File: config.mk
export PLATFORM = sky130hd
export DESIGN_NAME = encdec_apb_driver
export DESIGN_NICKNAME = d
export VERILOG_FILES = /design/src/rtl/encdec_pkg.sv /design/src/rtl/encdec_apb_driver_apb_write_port.sv /design/src/rtl/encdec_apb_driver.sv
export SDC_FILE = /design/constraint.sdc
export NUM_CORES = 1
export LEC_CHECK = 0
export CORE_MARGIN = 5
export CORE_UTILIZATION = 42
export CTS_CLUSTER_DIAMETER = 100
export DETAILED_ROUTE_END_ITERATION = 16
export PLACE_DENSITY = 0.8
export SYNTH_ARGS = -nofsm -noshare
export SYNTH_HDL_FRONTEND = slang
export SYNTH_SLANG_ARGS = --single-unit
File: constraint.sdc
create_clock -name clk -period 6.9 [get_ports clk]
set_input_delay 1.725 -clock clk [delete_from_list [all_inputs] [get_ports clk]]
set_output_delay 1.725 -clock clk [all_outputs]
set_load 0.005 [all_outputs]
File: src/rtl/encdec_pkg.sv
// Shared types and register map for the EncDec APB requester.
// The write-order table lives here so the sequencer and any bench agree on it.
package encdec_pkg;

  typedef enum logic [2:0] {
    IDLE,
    SETUP,
    ACCESS,
    WAIT_DONE,
    RESP
  } state_t;

  localparam logic [3:0] CTRL_OFF     = 4'h0;
  localparam logic [3:0] DATA_IN_OFF  = 4'h4;
  localparam logic [3:0] CW_WIDTH_OFF = 4'h8;
  localparam logic [3:0] NOISE_OFF    = 4'hC;

  localparam logic [1:0] LAST_WRITE = 2'd3;

  // CTRL goes last because writing it launches the operation.
  function automatic logic [3:0] write_offset(input logic [1:0] idx);
    case (idx)
      2'd0:    return DATA_IN_OFF;
      2'd1:    return CW_WIDTH_OFF;
      2'd2:    return NOISE_OFF;
      default: return CTRL_OFF;
    endcase
  endfunction

endpackage

File: src/rtl/encdec_apb_driver_apb_write_port.sv
// APB write master: one SETUP cycle then ACCESS until PREADY.
// A req sampled on the completing ACCESS cycle chains straight into the next SETUP.
module apb_write_port #(
  parameter int ADDR_W = 20,
  parameter int DATA_W = 32
) (
  input  logic              clk,
  input  logic              rst,
  input  logic              req,
  input  logic [ADDR_W-1:0] addr,
  input  logic [DATA_W-1:0] wdata,
  input  logic              PREADY,
  output logic              done,
  output logic [ADDR_W-1:0] PADDR,
  output logic [DATA_W-1:0] PWDATA,
  output logic              PWRITE,
  output logic              PSEL,
  output logic              PENABLE
);

  assign done = PSEL && PENABLE && PREADY;

  // NOTE: all state below is registered with non-blocking assignments so every
  // flop samples pre-edge values; blocking here would create order-dependent races.
  always_ff @(posedge clk or posedge rst) begin
    if (rst) begin
      PADDR   <= '0;
      PWDATA  <= '0;
      PWRITE  <= 1'b0;
      PSEL    <= 1'b0;
      PENABLE <= 1'b0;
    end else if (!PSEL || done) begin
      PSEL    <= req;
      PENABLE <= 1'b0;
      if (req) begin
        PADDR  <= addr;
        PWDATA <= wdata;
        PWRITE <= 1'b1;
      end
    end else begin
      PENABLE <= 1'b1;
    end
  end

endmodule

File: src/rtl/encdec_apb_driver.sv
// Job sequencer: latches a job, issues four APB writes, waits for completion
// (or timeout) and emits a one-cycle response.
module encdec_apb_driver
  import encdec_pkg::*;
#(
  parameter int                         AMBA_ADDR_WIDTH = 20,
  parameter int                         AMBA_WORD       = 32,
  parameter int                         DATA_WIDTH      = 32,
  parameter logic [AMBA_ADDR_WIDTH-1:0] BASE_ADDR       = '0,
  parameter int                         TIMEOUT_CYCLES  = 1024
) (
  input  logic                       clk,
  input  logic                       rst,
  input  logic                       start,
  output logic                       ready,
  input  logic [AMBA_WORD-1:0]       job_ctrl,
  input  logic [AMBA_WORD-1:0]       job_data_in,
  input  logic [AMBA_WORD-1:0]       job_width,
  input  logic [AMBA_WORD-1:0]       job_noise,
  output logic [AMBA_ADDR_WIDTH-1:0] PADDR,
  output logic [AMBA_WORD-1:0]       PWDATA,
  output logic                       PWRITE,
  output logic                       PSEL,
  output logic                       PENABLE,
  input  logic                       PREADY,
  input  logic                       operation_done,
  input  logic [DATA_WIDTH-1:0]      data_out,
  input  logic [1:0]                 num_of_errors,
  output logic                       resp_valid,
  output logic [DATA_WIDTH-1:0]      resp_data,
  output logic [1:0]                 resp_nof,
  output logic                       resp_timeout
);

  localparam int                CNT_W    = (TIMEOUT_CYCLES > 1) ? $clog2(TIMEOUT_CYCLES) : 1;
  localparam logic [CNT_W-1:0] CNT_LAST = CNT_W'(TIMEOUT_CYCLES - 1);

  state_t                       state;
  logic [1:0]                   index;
  logic [1:0]                   wr_index;
  logic [CNT_W-1:0]             wait_cnt;
  logic [AMBA_WORD-1:0]         ctrl_q, width_q, noise_q;
  logic [AMBA_WORD-1:0]         wr_data;
  logic [AMBA_ADDR_WIDTH-1:0]   wr_addr;
  logic                         wr_req, wr_done;

  // NOTE: every output of this block gets a default first, so no path can
  // leave a value unassigned and infer a latch.
  always_comb begin
    wr_req   = 1'b0;
    wr_index = index + 2'd1;
    if (state == IDLE) begin
      wr_req   = start;
      wr_index = 2'd0;
    end else if (state == ACCESS) begin
      wr_req = wr_done && (index != LAST_WRITE);
    end
    case (wr_index)
      2'd0:    wr_data = job_data_in;
      2'd1:    wr_data = width_q;
      2'd2:    wr_data = noise_q;
      default: wr_data = ctrl_q;
    endcase
  end

  assign wr_addr = {BASE_ADDR[AMBA_ADDR_WIDTH-1:4], write_offset(wr_index)};

  apb_write_port #(
    .ADDR_W(AMBA_ADDR_WIDTH),
    .DATA_W(AMBA_WORD)
  ) u_port (
    .clk    (clk),
    .rst    (rst),
    .req    (wr_req),
    .addr   (wr_addr),
    .wdata  (wr_data),
    .PREADY (PREADY),
    .done   (wr_done),
    .PADDR  (PADDR),
    .PWDATA (PWDATA),
    .PWRITE (PWRITE),
    .PSEL   (PSEL),
    .PENABLE(PENABLE)
  );

  always_ff @(posedge clk or posedge rst) begin
    if (rst) begin
      state        <= IDLE;
      index        <= '0;
      wait_cnt     <= '0;
      ready        <= 1'b1;
      ctrl_q       <= '0;
      width_q      <= '0;
      noise_q      <= '0;
      resp_valid   <= 1'b0;
      resp_data    <= '0;
      resp_nof     <= '0;
      resp_timeout <= 1'b0;
    end else begin
      case (state)
        IDLE: if (start) begin
          ctrl_q  <= job_ctrl;
          width_q <= job_width;
          noise_q <= job_noise;
          index   <= '0;
          ready   <= 1'b0;
          state   <= SETUP;
        end
        SETUP: state <= ACCESS;
        ACCESS: if (wr_done) begin
          if (index == LAST_WRITE) begin
            wait_cnt <= '0;
            state    <= WAIT_DONE;
          end else begin
            index <= index + 2'd1;
            state <= SETUP;
          end
        end
        WAIT_DONE: begin
          // Completion takes priority over a timeout landing on the same cycle.
          if (operation_done) begin
            resp_data    <= data_out;
            resp_nof     <= num_of_errors;
            resp_timeout <= 1'b0;
            resp_valid   <= 1'b1;
            state        <= RESP;
          end else if (wait_cnt == CNT_LAST) begin
            resp_data    <= '0;
            resp_nof     <= '0;
            resp_timeout <= 1'b1;
            resp_valid   <= 1'b1;
            state        <= RESP;
          end else begin
            wait_cnt <= wait_cnt + 1'b1;
          end
        end
        RESP: begin
          resp_valid <= 1'b0;
          ready      <= 1'b1;
          index      <= '0;
          state      <= IDLE;
        end
        default: state <= IDLE;
      endcase
    end
  end

endmodule
==> results of run 1 <==
==> worst min-delay path by stage <==
stage                 startpoint           endpoint  cells after the start
5_1_grt        u_port.PWDATA[18]  u_port.PWDATA[18]                      2
2_1_floorplan      u_port.PWRITE      u_port.PWRITE                      1
6_report        u_port.PWDATA[0]   u_port.PWDATA[0]                      2
4_1_cts        u_port.PWDATA[26]  u_port.PWDATA[26]                      2
3_5_place_dp    u_port.PWDATA[0]   u_port.PWDATA[0]                      2
3_3_place_gp       u_port.PWRITE      u_port.PWRITE                      1
==> worst register-to-register path, stage by stage, from the launching register on <==
cell and delay, ns:
dfrtp_1 0.61, nor3_1 0.13, nor2_1 0.25, ha_2 0.54, buf_4 0.52, nor2_1 0.12
a21oi_1 0.16, o21ai_0 0.10
==> stage by stage <==
stage          total power, mW  worst slack (ns)
2_1_floorplan            3.195            0.1479
3_3_place_gp             4.000             3.030
3_5_place_dp             4.073             2.973
4_1_cts                  5.122             3.437
5_1_grt                  5.424             3.304
6_report                 5.073             3.400
==> synth_stat cells, drive strengths merged, types with 2 or more instances <==
cell type / count / area (um^2)
nor2: 46 / 172.7
ha: 6 / 75.07
nor2b: 3 / 18.77
mux2: 97 / 1092
nand2b: 4 / 25.02
o31ai: 12 / 115.1
nand2: 38 / 142.6
buf: 30 / 197.7
clkbuf: 36 / 135.1
o41ai: 3 / 33.79
a22o: 35 / 306.5
o21a: 2 / 15.01
a21oi: 36 / 180.2
a31oi: 3 / 18.77
o21ai: 41 / 205.2
a222oi: 32 / 320.3
inv: 8 / 30.03
nand3: 5 / 25.02
nand4: 2 / 12.51
dfrtp: 184 / 4604
==> layer usage <==
layer / vias up / part of all wire (%)
met5: - / 0
met2: 235 / 49
li1: 2789 / -
met4: 0 / 1.9
met1: 2940 / 42
met3: 23 / 6.9
==> kinds of logic after synthesis <==
group	count (synthesis)	synth area share (%)
AND/OR/NAND/NOR	110	6.265
multiplexers	97	13.78
buffers and inverters	74	4.576
flip-flops	185	58.40
AO/OA/AOI/OAI	172	15.99
other	1	0.04730
adder cells (fa/ha/maj)	6	0.9468
==> registers in the layout (all words and copies together) (netlist names) <==
| signal | cells |
|---|---|
| wait_cnt | 10 |
| u_port.PADDR | 2 |
| u_port.PSEL | 1 |
| state | 3 |
| width_q | 32 |
| u_port.PWRITE | 1 |
| resp_data | 32 |
| u_port.PENABLE | 1 |
| ctrl_q | 32 |
| resp_timeout | 1 |
| index | 2 |
| u_port.PWDATA | 32 |
| ready | 1 |
| resp_nof | 2 |
| resp_valid | 1 |
| noise_q | 32 |
==> power by group through the flow <==
stage               clock [mW]  combinational [mW]  sequential [mW]
global route              1.10                2.37             1.95
CTS                       1.06                2.17             1.89
detailed placement           0                2.17             1.90
finish                    1.03                2.15             1.89
floorplan                    0                1.36             1.83
global placement             0                2.12             1.88
==> final cells by class <==
type | count | share of cell area (%)
clock inverter | 14 | 1.669
sequential | 185 | 41.75
tap | 234 | 2.640
antenna | 2 | 0.04512
inverter | 8 | 0.3158
multi-input combinational | 403 | 27.15
timing repair buffer | 252 | 22.47
clock buffer | 18 | 3.959
==> metrics.md, run 1 <==
| Metric | Value |
|---|---|
| RSZ-0062 raised after global routing | `no` |
| Worst reg2reg path startpoint | `state[0]` |
| Worst Setup EP | `wait_cnt[3]` |
| WL final | `21,250 um` |
| Initial antenna violation count | `2` |
| End-of-flow core utilization | `roughly 59%` |
| Crit path from | `PREADY` |
| Fin nets | `1,040` |
| Die area | `21,730 um^2` |
| Dpl hpwl | `14,610 um` |
| Die X | `between 100 and 150 um` |
| Global-route met2 utilization | `about a third` |
| Critical Path, Cell by Cell | `clkdlybuf4s50_1, a31oi_1, or4_4, or3_1, o31ai_2` |
| Finish-stage setup viols | `0` |
| Worst R2R Setup Slack | `4.33 ns` |
| Mapped Area | `7929 um^2` |
| Most frequent cells in the layout | `clkdlybuf4s50_1, dfrtp_1, mux2_2, nor2_1, o21ai_0` |
| CTS Sinks | `185` |
| Inst Count DP | `about 1.1k` |
| Combinational Power Share | `42.4%` |
| Startpoint Class | `input pin` |
| Post-synth ARST share | `between 90% and 100%` |
| H-tree levels | `4` |
| Resized cells post-CTS | `0` |
| Gr usage total | `19.83%` |
| Cell count after synthesis | `645` |
| Setup bufs post-CTS | `0` |
| Fmax | `0.2857 GHz` |
| First-pass GRT wire length | `34,290 um` |
| Initial DRC Count | `499` |
| 1st-pass router iterations | `6` |
| Multi-input gate area | `3012 um^2` |
| Gpl congestion | `0.7889` |
| Root buf cell | `clkbuf_16` |
| Vias in the first global route | `6,311` |
| Hold Path Class | `reg -> reg` |
| Met1 usage | `26.08%` |
| Clock Skew | `roughly 0.010 ns` |
| Area Growth Syn to Fin | `39.89%` |
| Net Switching | `1.735 mW` |
| Status | `completed` |
| CORE AREA | `18,640 um^2` |
| Period utilization | `between 50% and 60%` |
| Switching portion of total power | `34.19%` |
| Clk pin slew, worst setup/hold paths | `~0.08 ns` |
| CP delay by family, top | `simple AND/OR/NAND/NOR gates` |
| Clock group share of total power | `about 20%` |
| Rel. slew slack | `38.41%` |
| DIE HEIGHT | `147.4 um` |
| FP Rows | `50` |
| Routed via count | `5,987` |
| Worst path max stage delay | `0.62 ns` |
| Layout cells sized above 1 | `17.84%` |
| Vias per cell | `~5.4` |
| Pint | `3.339 mW` |
| Clock Path Buffers | `2` |
| I/O pin count | `259` |
| Fillers | `1,476` |
| Storage cell area | `4631 um^2` |
| CTS tree | `yes` |
| WP data required | `approximately 7.2 ns` |
| Reg2reg path depth | `7` |
| Maximum VDD drop | `206.3 uV` |
| Fin crit period | `around 3.5 ns` |
| Initial Util | `between 40% and 50%` |
| Crit. End Element | `flip-flop` |
| Most common cell after layout, fill and taps aside | `clkdlybuf4s50_1` |
| Most used flip-flop cell after synthesis | `dfrtp_1` |
| Cell area after layout | `11,090 um^2` |
| Ys Warns | `0` |
| Slowest cell on the critical path | `or4_4` |
| Setup TNS | `0 ns` |
| Residual DRC | `0` |
| Max_cap viols | `0` |
| Largest net degree at the start of global routing | `83` |
| Sequential share of power | `around 37%` |
| Hold WS | `0.4803 ns` |
| Count of cell types in the netlist | `46` |
| Tightest Pin Transition | `0.9239 ns` |
| Worst r2r dst | `u_port.PWDATA[24]` |
| Pins Over Slew Limit | `0` |
| Worst Path Max Fanout | `13` |
| Gr busiest metal | `met2` |
| Count of state elements after synthesis | `185` |
| Power Density | `approximately 460 nW/um^2` |
| Avg WL per Cell | `~19 um` |
| Grt ovf | `0` |
| CP arrival | `3.83 ns` |
| Cts hold-fix bufs | `0` |
| Final Hold Fails | `0` |
| Final ANT Viol Nets | `0` |
| Met3 usage | `4.874%` |
| Clk Latency, worst-skew pair | `0.43 ns` |
| Critical path depth | `5` |
| CP bufs+invs | `1` |
| Setup Crit Path Kind | `in -> reg` |
| Post-synth EDFFs | `0` |
| Mean Syn Cell Area | `approximately 12 um^2` |
| Number of buffers created by CTS | `17` |
| Placed instance area | `roughly 10,000 um^2` |
| IO Port Bufs | `240` |
| Leakage power total | `4.710 nW` |
| Sequential area share after synthesis | `approximately three fifths` |
| Fin cells | `1,116` |
(Power assumes the default switching activity.)
==> run 2: changes to the inputs <==
Settings changed: CORE_UTILIZATION 42 to 46, PLACE_DENSITY 0.8 to 0.83.
Clock period 6.9 ns to 3.5 ns, I/O delays scaled along.
==> run 2 against run 1 <==
Effect of this change: die area decreased by 8.1%; clock skew decreased by 0.00062 ns; clock-buffer cell count decreased by 1; routed wire length decreased by 1.9%; sequential power rose by 96%; largest cell class unchanged; highest routed layer unchanged.
==> metrics.md, run 2 (same netlist as run 1, synthesis figures left out) <==
| Metric | Value |
|---|---|
| WP data required | `3.84 ns` |
| Vias in the first global route | `between 6k and 7k` |
| Resized cells post-CTS | `0` |
| First-pass GRT wire length | `33,180 um` |
| Maximum VDD drop | `415.4 uV` |
| Number of buffers created by CTS | `17` |
| Hold_sp | `u_port.PWDATA[10]` |
| Root buf cell | `clkbuf_16` |
| Die area | `~20,000 um^2` |
| Max_cap viols | `0` |
| Met1 usage | `27.42%` |
| Pins Over Slew Limit | `0` |
| Met3 usage | `4.752%` |
| Multi-input gate area | `3012 um^2` |
| Initial Util | `46.32%` |
| Leakage power total | `4.706 nW` |
| Storage cell area | `4631 um^2` |
| Cell area after layout | `11,100 um^2` |
| CTS tree | `yes` |
| Fin cells | `1,107` |
| Crit. End Element | `flip-flop` |
| Clk pin slew, worst setup/hold paths | `0.07 ns` |
| Placed instance area | `about 11,000 um^2` |
| Initial DRC Count | `436` |
| Initial antenna violation count | `2` |
| Residual DRC | `0` |
| Setup bufs post-CTS | `0` |
| Vias per cell | `5.498` |
| Tightest Pin Transition | `0.6993 ns` |
| Status | `completed` |
| 1st-pass router iterations | `5` |
| Crit path from | `state[0]` |
| H-tree levels | `4` |
| Gpl congestion | `0.8198` |
| FP Rows | `between 40 and 50` |
| Final Hold Fails | `0` |
| Gr busiest metal | `met2` |
| Clock Path Buffers | `2` |
| Inst Count DP | `~1.1k` |
| Most common cell after layout, fill and taps aside | `clkdlybuf4s50_1` |
| Global-route met2 utilization | `34.24%` |
| Fin crit period | `2.684 ns` |
| Worst R2R Setup Slack | `0.82 ns` |
| Hold Path Class | `reg -> reg` |
| Clock Skew | `between 0.009 and 0.01 ns` |
| Finish-stage setup viols | `0` |
| DIE HEIGHT | `141.3 um` |
| Worst reg2reg path startpoint | `state[0]` |
| Layout cells sized above 1 | `17.84%` |
| Area Growth Syn to Fin | `40.03%` |
| Gr usage total | `a little over a fifth` |
| CP arrival | `3.03 ns` |
| Setup Crit Path Kind | `reg -> reg` |
| CORE AREA | `17,120 um^2` |
| Dpl hpwl | `14,480 um` |
| Setup TNS | `0 ns` |
| WL final | `between 20,000 and 25,000 um` |
| Grt ovf | `0` |
| Final ANT Viol Nets | `0` |
| Clk Latency, worst-skew pair | `about 0.42 ns` |
| Startpoint Class | `flip-flop` |
| Worst Path Max Fanout | `35` |
| Rel. slew slack | `52.99%` |
| CTS Sinks | `185` |
| Period utilization | `76.68%` |
| Avg WL per Cell | `18.82 um` |
| IO Port Bufs | `240` |
| Fmax | `0.3726 GHz` |
| Cts hold-fix bufs | `0` |
| Fin nets | `1,042` |
| Most frequent cells in the layout | `clkdlybuf4s50_1, dfrtp_1, mux2_2, nor2_1, o21ai_0` |
| Routed via count | `6,086` |
| Total power | `9.873 mW` |
| Power Density | `approximately 900 nW/um^2` |
| Fillers | `about 1.3k` |
| I/O pin count | `259` |
| Die X | `approximately 140 um` |
| RSZ-0062 raised after global routing | `no` |
| Largest net degree at the start of global routing | `97` |
[run 2: cell count changes in the layout (fill, tap and decap cells not counted), sizes merged]
| cell | delta |
|---|---|
| inv | -2 |
| clkbuf | -1 |
| bufinv | -1 |
| buf | +2 |
| clkinvlp | +2 |
[run 2: power by group]
part	internal [mW]	switching [mW]
logic	2.32	1.95
registers	3.13	0.580
clock network	1.05	0.834
total	6.51	3.37
[run 2: layout make-up]
class                      instances  area share (%)
clock inverter                    13           1.307
tap                              225           2.536
clock buffer                      17           3.831
inverter                           8          0.3043
multi-input combinational        403           27.12
sequential                       185           41.71
timing repair buffer             254           23.15
antenna                            2         0.04508
[run 2: routing by layer]
metal	vias up	routed length, um
li1	2794	-
met4	0	537
met3	32	1406
met5	-	0
met2	210	10330
met1	3050	8563
[run 2: worst paths after layout]
kind | to | cells past startpoint
worst max-delay path | resp_valid | 7
worst min-delay path | u_port.PWDATA[10] | 2
worst max register to register | resp_valid | 7
worst min register to register | u_port.PWDATA[10] | 2
max in group asynchronous | ready | 3
min in group asynchronous | width_q[26] | 2
[run 2: metrics by stage]
step / utilization [%] / hold slack (ns) / worst slack [ns]
3_3_place_gp: 61.51 / 0.4491 / 0.4757
5_1_grt: 64.87 / 0.5070 / 0.6713
2_1_floorplan: - / 0.4590 / 0.2473
4_1_cts: 64.84 / 0.4842 / 0.8640
3_5_place_dp: 61.51 / 0.4692 / 0.4176
6_report: 64.87 / 0.4781 / 0.8160
[run 2: worst max-delay path, stage by stage, from the launching register on]
cell and delay, ns:
dfrtp_1 0.62, nand3b_1 0.40, nor4_2 0.71, buf_4 0.28
nor2_2 0.05, buf_4 0.26, inv_1 0.12, a2bb2oi_1 0.16
==> run 3: changes to the inputs <==
Settings changed: CORE_UTILIZATION 46 to 42, PLACE_DENSITY 0.83 to 0.8.
Clock period 3.5 ns to 2.35 ns, I/O delays scaled along.
==> run 3 against run 2 <==
Effect of this change: non-clock buffer count grew 13; largest cell class unchanged; first-iteration DRC count down 18%; core utilization decreased by 4.1 points; fmax is 23% higher; register-to-register slack lost 0.64 ns; critical endpoint is now resp_data[26]; combinational power up 60%.
==> metrics.md, run 3 (same netlist as run 1, synthesis figures left out) <==
| Metric | Value |
|---|---|
| Vias per cell | `approximately 5.4` |
| Die X | `147.4 um` |
| CTS Sinks | `185` |
| Power Density | `around 1300 nW/um^2` |
| Total power | `15.07 mW` |
| Most frequent cells in the layout | `clkdlybuf4s50_1, dfrtp_1, mux2_2, nor2_1, o21ai_0` |
| I/O pin count | `between 200 and 300` |
| Routed via count | `6,084` |
| Largest net degree at the start of global routing | `85` |
| Gr usage total | `19.74%` |
| Die area | `21,730 um^2` |
| WP data required | `around 2.7 ns` |
| DIE HEIGHT | `147.4 um` |
| Layout cells sized above 1 | `19.33%` |
| Pins Over Slew Limit | `0` |
| CP delay by family, top | `simple AND/OR/NAND/NOR gates` |
| RSZ-0062 raised after global routing | `no` |
| H-tree levels | `4` |
| Number of buffers created by CTS | `17` |
| CP arrival | `2.48 ns` |
| Initial Util | `42.53%` |
| Clk Latency, worst-skew pair | `0.42 ns` |
| CP bufs+invs | `2` |
| Startpoint Class | `flip-flop` |
| Period utilization | `92.63%` |
| Clock Skew | `0.009990 ns` |
| Critical Path, Cell by Cell | `ha_2, nand4_1, nor4_4, buf_4, nor2_2, buf_12, a22o_1` |
| Clk pin slew, worst setup/hold paths | `around 0.070 ns` |
| Grt ovf | `0` |
| Leakage power total | `approximately 4.8 nW` |
| Slowest cell on the critical path | `dfrtp_1` |
| Dpl hpwl | `between 15,000 and 20,000 um` |
| Initial DRC Count | `358` |
| Final ANT Viol Nets | `0` |
| Most common cell after layout, fill and taps aside | `clkdlybuf4s50_1` |
| Initial antenna violation count | `4` |
| Gpl congestion | `0.7935` |
| Crit. End Element | `flip-flop` |
| Residual DRC | `0` |
| First-pass GRT wire length | `between 30,000 and 40,000 um` |
| IO Port Bufs | `240` |
| Root buf cell | `clkbuf_16` |
| Avg WL per Cell | `18.93 um` |
| Fin crit period | `approximately 2.2 ns` |
| Max_cap viols | `0` |
| Worst Path Max Fanout | `35` |
| Fin nets | `1,055` |
| Maximum VDD drop | `763.5 uV` |
| Finish-stage setup viols | `0` |
| CORE AREA | `18,640 um^2` |
| Area Growth Syn to Fin | `42.84%` |
| Cell area after layout | `roughly 11,000 um^2` |
| Vias in the first global route | `6,396` |
| Clock Path Buffers | `2` |
| WL final | `21,430 um` |
| Status | `completed` |
| FP Rows | `50` |
| Worst path max stage delay | `0.47 ns` |
| Placed instance area | `10,740 um^2` |
| Hold Path Class | `reg -> reg` |
| Fillers | `1,530` |
| 1st-pass router iterations | `5` |
| Setup Crit Path Kind | `reg -> reg` |
| Final Hold Fails | `0` |
| Fmax | `0.4594 GHz` |
| CTS tree | `yes` |
## run 3: path summary, 6_finish.rpt
path                          startpoint                end  slack (ns)  cells after the start
max                          wait_cnt[0]      resp_data[26]        0.17                      7
min                        u_port.PWRITE      u_port.PWRITE        0.47                      1
max reg2reg                  wait_cnt[0]      resp_data[26]        0.17                      7
min reg2reg                u_port.PWRITE      u_port.PWRITE        0.47                      1
max in group asynchronous            rst      resp_data[25]        1.25                      3
min in group asynchronous            rst  u_port.PWDATA[28]        0.67                      3
## run 3: through the flow
stage / setup TNS, ns / std cells / hold WS [ns] / utilization (%) / worst slack (ns)
4_1_cts: 0 / 1129 / 0.4803 / 60.65 / 0.1346
3_5_place_dp: -1.194 / 1097 / 0.4619 / 57.59 / -0.1620
2_1_floorplan: -113.22 / 662 / 0.4590 / - / -0.6152
6_report: 0 / 1132 / 0.4726 / 60.75 / 0.1731
5_1_grt: 0 / 1132 / 0.5136 / 60.75 / 0.002179
3_3_place_gp: -1.097 / 1097 / 0.4518 / 57.59 / -0.1489
## run 3: per-layer routing
layer | GRT usage (%) | part of all wire, %
met3 | 4.660 | 5.6
met2 | 33.09 | 49
met1 | 25.22 | 42
met5 | 0 | 0.061
met4 | 6.943 | 2.8
## run 3: final cells by class
cell class / instances / area (um^2) / share of cell area [%]
well taps: 234 / 292.8 / 2.585
clock inverters: 14 / 131.4 / 1.160
flip-flops and latches: 185 / 4631 / 40.89
inverters: 8 / 33.78 / 0.2983
multi-input cells: 403 / 3023 / 26.69
diodes: 3 / 7.507 / 0.06628
repair buffers: 267 / 2768 / 24.44
clock buffers: 18 / 439.2 / 3.878
## run 3: worst register-to-register path: stages (launching register included)
cell and delay (ns):
dfrtp_1 0.47, ha_2 0.28, nand4_1 0.24, nor4_4 0.38, buf_4 0.22, nor2_2 0.07, buf_12 0.18, a22o_1 0.21
## run 3: repair_timing
item,CTS,global route
hold buffers,0,0
gates resized for setup,0,2
endpoints found under the setup margin,0,18
buffers inserted,0,0
## run 3: where the power goes
part / leakage [nW] / switching [mW] / internal, mW / total, mW
Sequential: 2.26 / 0.817 / 4.67 / 5.48
Clock: 0.271 / 1.34 / 1.43 / 2.77
Combinational: 2.29 / 3.05 / 3.77 / 6.82
